### src/rtl/rf_pkg.sv
// Shared op codes and constants for the multi-port register file.
package rf_pkg;

    typedef enum logic [2:0] {
        OP_WRITE   = 3'd0,
        OP_CLEAR   = 3'd1,
        OP_INC     = 3'd2,
        OP_SETMSB  = 3'd3,
        OP_LOADIMM = 3'd4
    } rf_op_t;

    localparam int RF_NWP = 2;

endpackage

### src/rtl/rf_wr_unit.sv
// One write port: decodes the op into a target register, a valid flag and the new value.
module rf_wr_unit
    import rf_pkg::*;
#(
    parameter int W       = 8,
    parameter int D       = 3,
    parameter int SAT_INC = 0,
    parameter int IMM_REG = 0
) (
    input  logic         en,
    input  logic [2:0]   op,
    input  logic [D-1:0] waddr,
    input  logic [W-1:0] cur,
    input  logic [W-1:0] wdata,
    input  logic         wflag,
    output logic         valid,
    output logic [D-1:0] target,
    output logic [W-1:0] new_val
);

    localparam logic [D-1:0] IMM_ADDR = IMM_REG[D-1:0];
    localparam logic [W-1:0] ONE      = {{(W-1){1'b0}}, 1'b1};

    always_comb begin
        valid   = 1'b0;
        target  = waddr;
        new_val = cur;
        if (en) begin
            case (op)
                OP_WRITE: begin
                    valid   = 1'b1;
                    new_val = wdata;
                end
                OP_CLEAR: begin
                    valid   = 1'b1;
                    new_val = '0;
                end
                OP_INC: begin
                    valid   = 1'b1;
                    new_val = (SAT_INC != 0 && cur == '1) ? cur : cur + ONE;
                end
                OP_SETMSB: begin
                    valid   = 1'b1;
                    new_val = {wflag, cur[W-2:0]};
                end
                OP_LOADIMM: begin
                    valid   = 1'b1;
                    target  = IMM_ADDR;
                    new_val = wdata;
                end
                // Codes 5-7 are reserved and leave everything untouched.
                default: valid = 1'b0;
            endcase
        end
    end

endmodule

### src/rtl/reg_file_mp.sv
// Multi-port register file: storage, write-port arbitration (port 1 wins),
// optional write-to-read bypass and a per-register busy scoreboard.
module reg_file_mp
    import rf_pkg::*;
#(
    parameter int W       = 8,
    parameter int D       = 3,
    parameter int NR      = 2,
    parameter int BYPASS  = 1,
    parameter int SAT_INC = 0,
    parameter int IMM_REG = 0,
    parameter int TAP0    = 0,
    parameter int TAP1    = 6
) (
    input  logic                          CLK,
    input  logic                          Reset,
    input  logic [RF_NWP-1:0]             we,
    input  logic [RF_NWP-1:0][2:0]        wop,
    input  logic [RF_NWP-1:0][D-1:0]      waddr,
    input  logic [RF_NWP-1:0][W-1:0]      wdata,
    input  logic [RF_NWP-1:0]             wflag,
    input  logic [NR-1:0][D-1:0]          raddr,
    output logic [NR-1:0][W-1:0]          rdata,
    output logic [W-1:0]                  tap0,
    output logic [W-1:0]                  tap1,
    input  logic                          busy_set,
    input  logic [D-1:0]                  busy_addr,
    output logic [2**D-1:0]               busy
);

    localparam int           NREG      = 2**D;
    localparam logic [D-1:0] TAP0_ADDR = TAP0[D-1:0];
    localparam logic [D-1:0] TAP1_ADDR = TAP1[D-1:0];

    logic [W-1:0]    regs_q [NREG];
    logic [W-1:0]    regs_d [NREG];
    logic [NREG-1:0] busy_q;
    logic [NREG-1:0] busy_d;

    logic            wr_valid  [RF_NWP];
    logic [D-1:0]    wr_target [RF_NWP];
    logic [W-1:0]    wr_new    [RF_NWP];

    for (genvar p = 0; p < RF_NWP; p++) begin : g_wr
        rf_wr_unit #(
            .W       (W),
            .D       (D),
            .SAT_INC (SAT_INC),
            .IMM_REG (IMM_REG)
        ) u_wr (
            .en      (we[p]),
            .op      (wop[p]),
            .waddr   (waddr[p]),
            .cur     (regs_q[waddr[p]]),
            .wdata   (wdata[p]),
            .wflag   (wflag[p]),
            .valid   (wr_valid[p]),
            .target  (wr_target[p]),
            .new_val (wr_new[p])
        );
    end

    // Later ports overwrite earlier ones, so port 1 wins a same-register conflict outright.
    always_comb begin
        regs_d = regs_q;
        busy_d = busy_q;
        for (int p = 0; p < RF_NWP; p++) begin
            if (wr_valid[p]) begin
                regs_d[wr_target[p]] = wr_new[p];
                busy_d[wr_target[p]] = 1'b0;
            end
        end
        if (busy_set) begin
            busy_d[busy_addr] = 1'b1;
        end
    end

    always_ff @(posedge CLK or posedge Reset) begin
        if (Reset) begin
            for (int i = 0; i < NREG; i++) begin
                regs_q[i] <= '0;
            end
            busy_q <= '0;
        end else begin
            for (int i = 0; i < NREG; i++) begin
                regs_q[i] <= regs_d[i];
            end
            busy_q <= busy_d;
        end
    end

    // regs_d already holds the winning new value, so bypass is just reading it; gated so reset reads 0.
    function automatic logic [W-1:0] rd(input logic [D-1:0] a);
        if (BYPASS != 0 && !Reset) begin
            return regs_d[a];
        end
        return regs_q[a];
    endfunction

    always_comb begin
        for (int i = 0; i < NR; i++) begin
            rdata[i] = rd(raddr[i]);
        end
        tap0 = rd(TAP0_ADDR);
        tap1 = rd(TAP1_ADDR);
    end

    assign busy = busy_q;

endmodule

### config.mk
export PLATFORM = sky130hd
export DESIGN_NAME = reg_file_mp
export DESIGN_NICKNAME = d
export VERILOG_FILES = /design/src/rtl/rf_pkg.sv /design/src/rtl/rf_wr_unit.sv /design/src/rtl/reg_file_mp.sv
export SDC_FILE = /design/constraint.sdc
export NUM_CORES = 1
export LEC_CHECK = 0
export ABC_AREA = 0
export CAP_MARGIN = 15
export CORE_ASPECT_RATIO = 1.75
export CORE_MARGIN = 1.5
export CORE_UTILIZATION = 45
export DETAILED_ROUTE_END_ITERATION = 10
export PLACE_DENSITY = 0.66
export SYNTH_ARGS = -nofsm -noshare
export SYNTH_HDL_FRONTEND = slang
export SYNTH_SLANG_ARGS = --single-unit
### constraint.sdc
create_clock -name CLK -period 7.1 [get_ports CLK]
set_input_delay 1.065 -clock CLK [delete_from_list [all_inputs] [get_ports CLK]]
set_output_delay 1.065 -clock CLK [all_outputs]
set_load 0.02 [all_outputs]
-- Yosys cells after proc, flatten, opt, wreduce, memory -nomap -nowiden
Cells that the tools add are included.
- input bits: 44
- flip-flop bits (word level): 72
- word-level logic and storage cells: 106
- output and inout bits: 40
- bitwise gates (word level): 11
- order comparisons: 14
- muxes and demuxes: 51
- reduce and logical (&&, ||, !) cells: 11
- eq/ne operators: 8
- $add $sub $neg: 2
- operator list (operator ; number):
    $mux 8 ; 23
    $bmux 8 s3 ; 6
    $bwmux 64 ; 2
    $mux 64 ; 2
    $pmux 8 s4 ; 2
    $demux 8 s3 ; 2
    $ge 4x4->1 const B ; 6
    $not 3->4 ; 6
    $add 8x1->8 const B ; 2
    $and 8x8->8 ; 2
    $not 8->8 ; 2
    $eq 3x2->1 const B ; 4
    $lt 3x4->1 const B ; 3
    $mux 3 ; 4
    $reduce_or 5->1 ; 2
    $demux 1 s3 ; 3
    $ge 3x1->1 const B ; 3
    $lt 4x1->1 const B ; 2
    $or 8x8->8 ; 1
    $mux 1 ; 7
    $eq 3x1->1 const B ; 2
    $eq 3x3->1 const B ; 2
    $logic_not 3->1 ; 2
    $logic_and 1x1->1 ; 5
    $reduce_or 2->1 ; 2

-- Logic depth before layout (Yosys ltp)
- depth in word-level cells: 16
- gate-level depth with buffers: 15
- gate-level depth less buffers: 13

-- Modules after synthesis
Synthesis repeated with hierarchy kept, for this count alone.
- cell total of the unflattened synthesis: 834
- area total of the unflattened synthesis: 7900.1 µm²
- by module, submodules not included (module ; area each (µm²) ; seq. area each (µm²) ; times used ; cells an instance):
    reg_file_mp ; 7219.4 ; 1801.7 ; 1 ; 718
    rf_wr_unit ; 340.3 ; 0.0 ; 2 ; 58

-- Worst setup path before layout
OpenSTA, ideal clock, no wires.
- path kind: input to output
- start: input port Reset
- end: output port rdata[14] (netlist name)
- path buffers: 1
- arrival time: 4.567 ns
- path slack: 1.468 ns
- required time: 6.035 ns
- cell stages on the path: 4
- path through: clkinv_1 -> buf_1 -> o31ai_1 -> o41ai_1
- RTL lines (element ; RTL line ; source):
    from (decl) ; reg_file_mp.sv:16 ; input logic Reset,
    to (decl) ; reg_file_mp.sv:23 ; output logic [NR-1:0][W-1:0] rdata,

==> summary.txt <==
Clock tree
  – Deepest clock path buffer count: 2
  – Clk_lat worst skew: between 300 and 400 ps
  – CTS tree: built
  – CTS HTree Levels: 3
  – Post-cts sizing count: 0
  – Num CTS Buffers: 9
  – Clock tree sinks: a little over 70
  – Hold_buf cts: 0
  – Post-CTS Setup Inserts: 0
  – Root buf cell: clkbuf_16
  – CTS clk-pin slew, worst paths: around 50 ps

Setup path
  – Worst path cell trace: clkdlybuf4s50_1, buf_4, mux4_1, mux2i_1, nor3_1, and4_1, o211ai_2, o21ai_0, mux2i_1, o22ai_1, o41ai_1, clkdlybuf4s50_1
  – Critical Path AT: approximately 5500 ps
  – Crit path capture type: output port
  – CP bufs+invs: 3
  – Reg-to-reg critical path startpoint: regs_q[8]$_DFF_PP0_
  – CP Launch Type: input pin
  – Crit Path Max Fanout: 12
  – CP Class: input pin to output port
  – CP required: 6030 ps
  – Crit path max-delay family: buffers and inverters
  – Max incr delay on CP: 750 ps
  – Critical Path Slowest Stage Cell: clkdlybuf4s50_1
  – Worst setup path start: waddr[0]
  – Flop2flop setup slack: 3940 ps

STA
  – Setup TNS Final: 0 ps
  – Fin. max-slew vios: 0
  – Setup Skew: just over 7 ps
  – Worst slew pin tran: approximately 950 ps
  – Final Hold Fails: 0
  – Final Cycle Share: 92.6%
  – Slew HR: between 30% and 40%
  – Setup ws final: about 530 ps
  – Max Clk Rate: 152 MHz
  – Unrepaired setup endpoints after global routing: false
  – Setup violations, final: 0
  – Post-route minimum period: between 6000 and 7000 ps

Synth
  – EDFF count, synth: 0
  – Seq/Total Area, Yosys: 22.6%
  – Netlist cell types: 75
  – Synthesized instance count: around 900
  – Top_reg_cell synth: dfrtp_1
  – Cell Area, Synth: between 0.007 and 0.008 sq mm
  – Post-Syn Nets: approximately 940
  – Syn_area_per_cell: 8.93 sq um
  – Yosys reg bits: 72
  – Synth Warn #: 0
  – Ys async rst share: 100%

Global route
  – Gr usage total: 37.0%
  – First-pass GRT wire length: 50700 um
  – Largest net degree at the start of global routing: 38
  – Vias in the first global route: approximately 8.4k
  – Grt ovf: 0
  – Initial antenna violation count: 1

Floorplanning
  – Io pins: 84
  – Die width: between 100 and 150 um
  – # rows: 64
  – Starting Density: 45.8%
  – Die footprint: 0.0185 sq mm
  – Core area: 0.0174 sq mm
  – Die H: between 150 and 200 um

Layout
  – Share of cells above drive strength 1: roughly 18%
  – Area growth, synth to finish: 17.3%
  – NumNets Final: around 1.0k
  – Fin cells: roughly 1.2k

Power
  – Cell Pwr Density: roughly 280 mW/mm^2
  – Lkg Pwr: roughly 3.6 nW
  – Peak VDD IR: approximately 0.18 mV
  – Total power draw: between 0.002 and 0.003 W

Route
  – Drt via density: 7.04
  – DRC Markers: 0
  – DRT Wirelength: 33300 um
  – Via count: ~8.4k
  – 1st-iter DRT viols: slightly above 900
  – Routed Antenna Nets: 0
  – Drt pass-1 iters: 6
  – Routed WL per cell: around 28 um

Job
  – Max-Cap Viols: 0

Place
  – PortBufs: 83
  – Post-Place Cells: around 1.2k
  – Dpl ws: 563 ps
  – Routability cong.: around 1.0
  – Post-DP HPWL: 24600 um

Min path
  – Hold_sp: busy[6]$_DFF_PP0_
  – HP Class: flip-flop to flip-flop

Run status
  – Status: finished, final reports clean
metal layers:
| layer | vias to the layer above | part of all wire, % | track usage, % |
|---|---|---|---|
| li1 | 3576 | - | - |
| met1 | 3974 | 34 | 41.6 |
| met2 | 644 | 47 | 59.8 |
| met3 | 193 | 9.9 | 8.80 |
| met4 | 0 | 9.3 | 30.9 |
| met5 | - | 0 | 0 |
cell usage after synthesis, drive strengths merged, types with 14 or more instances:
cell type / instances / area share, %
clkbuf: 44 / 2.1
o21ai: 81 / 5.1
mux2i: 45 / 6.2
nor2: 95 / 4.5
mux2: 25 / 3.5
o22ai: 28 / 2.4
a21oi: 55 / 3.6
nor2b: 17 / 1.3
dfrtp: 72 / 23
nand2: 99 / 4.7
mux4: 70 / 20
nand3: 17 / 1.1
a211oi: 16 / 1.5
inv: 20 / 0.94
nor3: 14 / 1.0
buf: 20 / 1.7
and2: 19 / 1.5
through the flow:
step / area (sq um) / util [%] / hold WS, ps
CTS: 9330 / 53.7 / 535
floorplan: 7960 / - / 615
global placement: 9010 / 51.9 / 526
global route: 9340 / 53.7 / 550
finish: 9340 / 53.7 / 529
detailed placement: 9010 / 51.9 / 523
cell type report:
| class | instances | area [sq um] |
|---|---|---|
| Sequential cell | 72 | 1800 |
| Timing Repair Buffer | 116 | 1060 |
| Fill cell | 1625 | 8040 |
| Multi-Input combinational cell | 734 | 5780 |
| Tap cell | 231 | 289 |
| Antenna cell | 1 | 2.50 |
| Clock inverter | 6 | 82.6 |
| Inverter | 21 | 81.3 |
| Clock buffer | 10 | 239 |
cell usage in the layout (no fill, tap or decap), types with 10 or more instances in the layout:
cell,n
o21ai_0,69
nor2b_1,17
o21ai_1,12
a211oi_1,16
nor3_1,13
nand2_1,99
dfrtp_1,72
buf_4,33
a31oi_1,11
and2_1,19
a21oi_1,52
mux4_2,63
o22ai_1,26
nand3_1,16
clkdlybuf4s50_1,79
mux2i_1,39
inv_1,20
nor2_1,95
mux2_2,25
o21a_1,10
worst reg2reg max path, cell delays in order (launching register included):
cell     delay (ps)
dfrtp_1         460
mux4_2          500
mux2_2          340
ha_1            240
inv_1           140
nor3_1          110
a32oi_1         680
a31oi_1         170
a21oi_1         320
inv_1            90
state kept, by name (all words and copies together) (netlist names):
| signal | flops |
|---|---|
| regs_q | 64 |
| busy | 8 |
final timing paths:
path / to / cells after the start
worst min register to register: busy[6]$_DFF_PP0_ / 2
min in group asynchronous: regs_q[6]$_DFF_PP0_ / 2
worst max-delay path: rdata[6] / 12
max in group asynchronous: regs_q[16]$_DFF_PP0_ / 3
worst min-delay path: busy[6]$_DFF_PP0_ / 2
worst max register to register: regs_q[44]$_DFF_PP0_ / 9
power breakdown:
part	leakage, nW	internal (W)	total, W	switching (W)
Sequential	0.877	0.000535	0.000733	0.000198
Clock	0.158	0.000315	0.000501	0.000186
Combinational	2.55	0.000634	0.00135	0.000711
kinds of logic (layout without fill, tap and decap cells):
kind of cell,count (synthesis),count (layout),share of synthesized area [%]
other,0,1,0
DFF,72,72,22.6
muxes,140,140,29.8
AOI/OAI and AO/OA,280,280,23.7
buffers and inverters,85,153,4.73
and+or+nand+nor,312,312,18.8
adders and majority gates,2,2,0.314
Power figures use the tool's default switching activity.
